===== src/rtl/regfile_wb_arbiter_pkg.sv =====
`default_nettype none
// ============================================================================
// Module  : regfile_wb_arbiter_pkg
// Brief   : Shared definitions for the regfile writeback arbiter and scoreboard
//           (write-enable/reset levels, register address bus, grant encoding).
// Revision: 1.0 - initial release
// ============================================================================
package regfile_wb_arbiter_pkg;

    localparam logic        Writeable  = 1'b1;
    localparam logic        RstEnable  = 1'b1;
    localparam logic        Rstdisable = 1'b0;
    localparam logic [31:0] ZeroWorld  = 32'h0000_0000;

    localparam int c_REG_NUM = 32;

    typedef logic [4:0] RegAddrBus;

    typedef enum logic {
        GrantA = 1'b0,
        GrantB = 1'b1
    } grant_t;

    function automatic logic is_x0(input RegAddrBus addr);
        return addr == RegAddrBus'(0);
    endfunction

endpackage
`default_nettype wire


===== src/rtl/regfile_wb_arbiter_scoreboard.sv =====
`default_nettype none
// ============================================================================
// Module  : rf_scoreboard
// Brief   : Per-register pending-write counters; counts issued destinations,
//           retires them on regfile writes and reports busy source operands.
// Revision: 1.0 - initial release
// ============================================================================
module rf_scoreboard
    import regfile_wb_arbiter_pkg::*;
#(
    parameter int SB_CNT_W = 2
) (
    input  logic      clk_in,
    input  logic      rst_in,
    input  logic      iss_valid,
    input  RegAddrBus iss_addr,
    output logic      iss_ready,
    input  logic      ret_valid,
    input  RegAddrBus ret_addr,
    input  RegAddrBus rs1_addr,
    input  RegAddrBus rs2_addr,
    output logic      rs1_busy,
    output logic      rs2_busy
);

    localparam logic [SB_CNT_W-1:0] c_CNT_MAX = '1;

    logic [SB_CNT_W-1:0] r_cnt [c_REG_NUM];
    logic                w_iss_ready;
    logic                w_inc;

    assign w_iss_ready = is_x0(iss_addr) || (r_cnt[iss_addr] != c_CNT_MAX);
    assign w_inc       = iss_valid && w_iss_ready && !is_x0(iss_addr);

    generate
        for (genvar i = 0; i < c_REG_NUM; i++) begin : g_cnt
            localparam RegAddrBus c_IDX = RegAddrBus'(i);
            logic w_inc_i;
            logic w_dec_i;

            assign w_inc_i = w_inc && (iss_addr == c_IDX);
            assign w_dec_i = ret_valid && (ret_addr == c_IDX);

            always_ff @(posedge clk_in) begin
                if (rst_in == RstEnable) begin
                    r_cnt[i] <= '0;
                end else if (w_inc_i && !w_dec_i) begin
                    r_cnt[i] <= r_cnt[i] + 1'b1;
                end else if (w_dec_i && !w_inc_i) begin
                    if (r_cnt[i] != '0) begin
                        r_cnt[i] <= r_cnt[i] - 1'b1;
                    end else begin
`ifndef SYNTHESIS
                        $display("ERROR rf_scoreboard: retire of x%0d with no pending write", i);
`endif
                    end
                end
            end
        end
    endgenerate

    assign iss_ready = w_iss_ready;
    assign rs1_busy  = !is_x0(rs1_addr) && (r_cnt[rs1_addr] != '0);
    assign rs2_busy  = !is_x0(rs2_addr) && (r_cnt[rs2_addr] != '0);

endmodule
`default_nettype wire


===== src/rtl/regfile_wb_arbiter.sv =====
`default_nettype none
// ============================================================================
// Module  : regfile_wb_arbiter
// Brief   : Arbitrates ALU (A) and load (B) writebacks onto the single regfile
//           write port; optional pending-write scoreboard via RF_SCOREBOARD_EN.
// Revision: 1.0 - initial release
// ============================================================================
module regfile_wb_arbiter
    import regfile_wb_arbiter_pkg::*;
#(
    parameter int SB_CNT_W = 2
) (
    input  logic        clk_in,
    input  logic        rst_in,
    input  logic        a_valid,
    input  logic [4:0]  a_addr,
    input  logic [31:0] a_data,
    output logic        a_ready,
    input  logic        b_valid,
    input  logic [4:0]  b_addr,
    input  logic [31:0] b_data,
    output logic        b_ready,
    output logic        write_or_not,
    output logic [4:0]  writeaddr,
    output logic [31:0] writedata,
    input  logic        iss_valid,
    input  logic [4:0]  iss_addr,
    output logic        iss_ready,
    input  logic [4:0]  rs1_addr,
    input  logic [4:0]  rs2_addr,
    output logic        rs1_busy,
    output logic        rs2_busy
);

    grant_t      r_last_grant;
    logic        r_wr_en;
    RegAddrBus   r_wr_addr;
    logic [31:0] r_wr_data;

    logic        w_a_win;
    logic        w_b_win;
    RegAddrBus   w_addr;
    logic [31:0] w_data;

    // Same nonzero destination: the load is older, so it must land first.
    always_comb begin
        w_a_win = 1'b0;
        w_b_win = 1'b0;
        if (rst_in != RstEnable) begin
            if (a_valid && b_valid) begin
                if ((a_addr == b_addr) && !is_x0(a_addr)) begin
                    w_b_win = 1'b1;
                end else if (r_last_grant == GrantB) begin
                    w_a_win = 1'b1;
                end else begin
                    w_b_win = 1'b1;
                end
            end else begin
                w_a_win = a_valid;
                w_b_win = b_valid;
            end
        end
    end

    assign w_addr = w_b_win ? b_addr : a_addr;
    assign w_data = w_b_win ? b_data : a_data;

    always_ff @(posedge clk_in) begin
        if (rst_in == RstEnable) begin
            r_wr_en      <= ~Writeable;
            r_wr_addr    <= '0;
            r_wr_data    <= ZeroWorld;
            r_last_grant <= GrantB;
        end else if (w_a_win || w_b_win) begin
            r_wr_en      <= is_x0(w_addr) ? ~Writeable : Writeable;
            r_wr_addr    <= w_addr;
            r_wr_data    <= w_data;
            r_last_grant <= w_b_win ? GrantB : GrantA;
        end else begin
            r_wr_en      <= ~Writeable;
        end
    end

    assign a_ready      = w_a_win;
    assign b_ready      = w_b_win;
    assign write_or_not = r_wr_en;
    assign writeaddr    = r_wr_addr;
    assign writedata    = r_wr_data;

`ifdef RF_SCOREBOARD_EN
    rf_scoreboard #(
        .SB_CNT_W (SB_CNT_W)
    ) u_scoreboard (
        .clk_in    (clk_in),
        .rst_in    (rst_in),
        .iss_valid (iss_valid),
        .iss_addr  (iss_addr),
        .iss_ready (iss_ready),
        .ret_valid (r_wr_en),
        .ret_addr  (r_wr_addr),
        .rs1_addr  (rs1_addr),
        .rs2_addr  (rs2_addr),
        .rs1_busy  (rs1_busy),
        .rs2_busy  (rs2_busy)
    );
`else
    logic w_unused;
    assign w_unused  = ^{iss_valid, iss_addr, rs1_addr, rs2_addr};
    assign iss_ready = 1'b1;
    assign rs1_busy  = 1'b0;
    assign rs2_busy  = 1'b0;
`endif

endmodule
`default_nettype wire


===== config.mk =====
export PLATFORM = sky130hd
export DESIGN_NAME = regfile_wb_arbiter
export DESIGN_NICKNAME = d
export VERILOG_FILES = /design/src/rtl/regfile_wb_arbiter_pkg.sv /design/src/rtl/regfile_wb_arbiter_scoreboard.sv /design/src/rtl/regfile_wb_arbiter.sv
export SDC_FILE = /design/constraint.sdc
export NUM_CORES = 1
export LEC_CHECK = 0
export BUFFER_PORTS_ARGS = -buffer_cell sky130_fd_sc_hd__buf_2
export CAP_MARGIN = 5
export CORE_MARGIN = 10
export CORE_UTILIZATION = 40
export CTS_BUF_LIST = sky130_fd_sc_hd__clkbuf_4 sky130_fd_sc_hd__clkbuf_8 sky130_fd_sc_hd__clkbuf_16
export CTS_CLUSTER_SIZE = 10
export DETAILED_ROUTE_END_ITERATION = 7
export GPL_TIMING_DRIVEN = 0
export PLACE_DENSITY_LB_ADDON = 0.25
export SYNTH_ARGS = -nofsm -noshare
export SYNTH_HDL_FRONTEND = slang
export SYNTH_SLANG_ARGS = --single-unit

===== constraint.sdc =====
create_clock -name clk_in -period 2.4 [get_ports clk_in]
set_input_delay 0.48 -clock clk_in [delete_from_list [all_inputs] [get_ports clk_in]]
set_output_delay 0.48 -clock clk_in [all_outputs]
set_load 0.01 [all_outputs]

# --- Word-level counts from Yosys, hierarchy flattened ---
# Cells that the tools add are included.
op_classes:
  n_eq_ne: 1
  muxes: 12
  bitwise: 1
  n_reduce_logical: 7
op_table:
  columns: ["cell", "count"]
  rows:
  - ["32-bit two-way mux", 1]
  - ["5-bit logical NOT", 2]
  - ["1-bit two-way mux", 10]
  - ["5-bit == test", 1]
  - ["5-bit two-way mux", 1]
  - ["1-bit logical AND", 2]
  - ["2-bit OR reduction", 1]
  - ["1-bit logical NOT", 1]
  - ["1-bit logical OR", 1]
  - ["1-bit NOT", 1]
word_totals:
  ff_bits: 39
  in_bits: 94
  out_inout_bits: 43
  elab_cells: 25

# --- Logic depth before layout (Yosys ltp) ---
logic_depth:
  word_depth: 9
  depth_mapped: 7
  ltp_nobuf: 5

# --- Least setup slack after synthesis ---
# No wires, ideal clock.
synth_timing:
  path_type: "in2out"
  from: "in b_addr[4]"
  to: "out b_ready"
  t_arrival_ns: 1.529
  required_time_ns: 1.920
  slack_ns: 0.391
  stages: 6
  path_buffers: 2
  path_cell_list: "or2_2 o2111ai_1 o2111ai_2 buf_6 buf_12 inv_2"
synth_via:
  elab_chain_cells: 5
synth_lines:
  columns: ["element", "line", "rtl"]
  rows:
  - ["from (decl)", "regfile_wb_arbiter.sv:20", "input logic [4:0] b_addr,"]
  - ["5-bit == test", "regfile_wb_arbiter.sv:51", "if ((a_addr == b_addr) && !is_x0(a_addr)) begin"]
  - ["1-bit logical AND", "regfile_wb_arbiter.sv:51", null]
  - ["1-bit two-way mux", "regfile_wb_arbiter.sv:51", null]
  - ["1-bit two-way mux", "regfile_wb_arbiter.sv:50", "if (a_valid && b_valid) begin"]
  - ["1-bit two-way mux", "regfile_wb_arbiter.sv:49", "if (rst_in != RstEnable) begin"]
  - ["to (decl)", "regfile_wb_arbiter.sv:22", "output logic b_ready,"]
# Every way passes these cells.

# --- Final worst setup path ---
layout_timing:
  from: "in b_addr[3]"
  to: "out b_ready"
# Same word-level chain as after synthesis.

==> run_results.csv <==
group,metric,value,unit
route,vias_per_cell,4.92,
placed_design,placed_cell_area,0.00252,mm^2
timing,max_freq,0.432,GHz
grt,grt.total_usage,14.5,%
cells_and_area,area_growth_syn_to_layout,42.9,%
cells_and_area,n_antenna_cell,0,
timing,post-route-period-util,96.4,%
synthesis,synth.area.top_cells,"dfxtp_1 42%, mux2i_1 20%, a211oi_1 15%",
power,p_int,1.20,mW
setup_path,path_cells,"buf_2 -> xor2_1 -> nor4_2 -> buf_4 -> o2111ai_2 -> buf_6 -> buf_12 -> inv_2 -> buf_2",
grt,grt_max_degree,13,
power,power_frac_seq,44.0,%
cells_and_area,layoutNonFillerInstCount,377,
synthesis,ys_seq_area_share,41.8,%
die,rows,24,
die,dieArea,0.00781,mm^2
clock_tree,cts.sinks,39,
setup_path,critical_path.top_delay_family,"buffers and inverters",
worst_hold_path,hold-path-cell-count,2,
grt,grt-ovfl-total,0,
setup_path,critPathCaptureType,"output pin",
power,sw_frac_of_total,26.5,%
setup_path,max_stage_delay,270,ps
power,pwr-share-clk,34.5,%
setup_path,ff2ff_path_depth,6,
placed_design,port_buffers,117,
route,drtAntennaViolNets,0,
grt,antenna_found_initial,0,
clock_tree,worstSkewPairLatency,290,ps
worst_hold_path,holdCritPathClass,"in2reg",
power,leakagePower,1.48,nW
power,p_total,1.64,mW
timing,finalSetupViolations,0,
synthesis,synth-warning-count,0,
power,power.switching,434,uW
placed_design,placedCellCount,367,
status,status,"completed",
synthesis,synth_top_cell_by_area,"dfxtp_1",
timing,fin_tns_setup,0,ps
setup_path,crit_cells,9,
route,num_vias,1853,
clock_tree,cts-htree-levels,2,
timing,fin_skew,4.29,ps
synthesis,postSynthCellCount,197,
clock_tree,ctsHoldBuffers,0,
cells_and_area,fillCellCount,415,
die,chipHeight,88.4,um
job,maxCapViolCount,0,
route,drc_errors,0,
power,power_density,613,mW/mm^2
setup_path,cp_data_required_time,1920,ps
timing,slew_viol_final,0,
setup_path,crit_type,"in2out",
setup_path,worstSetupStartpointType,"input port",
route,wirelength,5590,um
cells_and_area,drive_above_1_share,43.1,%
power,peakVddDrop,0.293,mV
cells_and_area,nets,418,
route,wl_per_cell,14.8,um
clock_tree,cts_tree,"yes",
synthesis,netlist.area_leader.share,41.8,%
die,core_area,0.00444,mm^2
grt,grt_pass1_vias,1948,
clock_tree,cts_buffers,5,
route,drtPass1Iterations,4,
timing,period_minus_slack,2310,ps
clock_tree,clock_tree.root_cell,"clkbuf_8",
route,drtIter0Drc,35,
placed_design,place_congestion,0.696,
power,power_frac_comb,21.5,%
die,die_w,88.4,um
synthesis,ys_types,25,
timing,finalHoldViolCount,0,
placed_design,hpwl,4500,um
setup_path,cp_slowest_cell,"nor4_2",
setup_path,cp_max_fo,10,
cells_and_area,stdcell_area,0.00267,mm^2
die,start_util,42.1,%
die,top_level_ports,137,
clock_tree,clk_pin_slew_worst_paths,70,ps
synthesis,synth-seq-cells,39,
synthesis,synth_edf_count,0,
setup_path,crit_top_cell,"buf_2",
setup_path,cp.arrival,1830,ps
clock_tree,clk_path_buf_depth,2,
setup_path,critPathBufInv,6,
synthesis,yosys-top-cells-count,"39 x dfxtp_1, 39 x nor2_1, 37 x a211oi_1, 37 x mux2i_1, 12 x clkbuf_1",
synthesis,syn-cell-area,0.00187,mm^2
synthesis,async_flop_share,0,%
synthesis,avgSynthCellArea,9.49,um^2
grt,grt_pass1_wl,9000,um
timing,whs,434,ps
synthesis,synthFlopType,"dfxtp_1",
==> stage by stage <==
stage                     util (%)  setup WS [ps]
final                         60.1           87.1
after CTS                     59.4           2.66
after global placement        56.8           39.9
after floorplan                  -            391
after detailed placement      56.8           2.37
after global routing          60.1          -10.6
==> registers in the layout, summed over array words and instances, names as in the netlist <==
name	count
writeaddr	5
writedata	32
r_last_grant	1
write_or_not	1
==> routing by layer <==
metal  up-vias  wire length, um  track usage (%)
met4         0               74             4.85
met2        71             2660             24.6
met1       817             2350             16.2
li1        959                -                -
met3         6              502             5.88
met5         -                0                0
==> kinds of logic after synthesis <==
logic type                after synthesis  synth area share (%)
buffers and inverters                  23                  6.89
and+or+nand+nor                        48                  11.4
muxes                                  37                  19.8
AOI/OAI and AO/OA                      44                  17.9
other                                   2                 0.402
xor gates and xnor gates                4                  1.87
DFF                                    39                  41.8
==> power by group through the flow <==
stage	logic (mW)	registers, mW	clock network, mW
6_report	0.352	0.721	0.566
5_1_grt	0.397	0.728	0.611
4_1_cts	0.355	0.721	0.583
3_5_place_dp	0.354	0.736	0
3_3_place_gp	0.347	0.735	0
2_1_floorplan	0.168	0.763	0
==> repair_timing <==
| item | 4_1_cts | 5_1_grt |
|---|---|---|
| buffers inserted | 0 | 2 |
| hold endpoints to repair | 0 | 0 |
| resized for setup | 0 | 2 |
| setup endpoints to repair | 0 | 1 |
==> cell usage in the layout (no fill, tap or decap), drive strengths merged <==
cell type and count:
o211a 1, mux2i 37, nand2 2, nor4 2
or2b 1, a21oi 1, or3 1, a211oi 37
buf 126, o21a 1, o21ai 2, clkbuf 18
xor2 4, clkinv 1, or4 1, o2111ai 2
dfxtp 39, nor2 39, inv 4, or2 1
conb 3, and2 1, bufinv 1
==> worst reg2reg max path: cells and delay by family (launching register included) <==
kind / cells / cell delay, ps
DFF: 1 / 370
AOI/OAI and AO/OA: 2 / 340
buffers and inverters: 2 / 340
muxes: 1 / 230
and+or+nand+nor: 1 / 80
==> final timing paths <==
check | slack, ps | from | endpoint
worst max register to register | 900 | r_last_grant$_SDFFE_PP1P_ | writedata[17]$_SDFFE_PP0P_
worst min-delay path | 430 | a_valid | r_last_grant$_SDFFE_PP1P_
worst min register to register | 490 | writedata[0]$_SDFFE_PP0P_ | writedata[0]$_SDFFE_PP0P_
worst max-delay path | 90 | b_addr[3] | b_ready
==> cell type report <==
cell class                 instances  area (um^2)  share of cell area [%]
multi-input combinational        136          978                    36.6
sequential                        39          781                    29.2
clock inverter                     2         35.0                    1.31
timing repair buffer             119          601                    22.5
tap                               52         65.1                    2.44
clock buffer                       6         82.6                    3.09
inverter                           4         15.0                   0.562
buffer                            19          114                    4.26
Note: power is estimated with default switching activity, not from simulation.
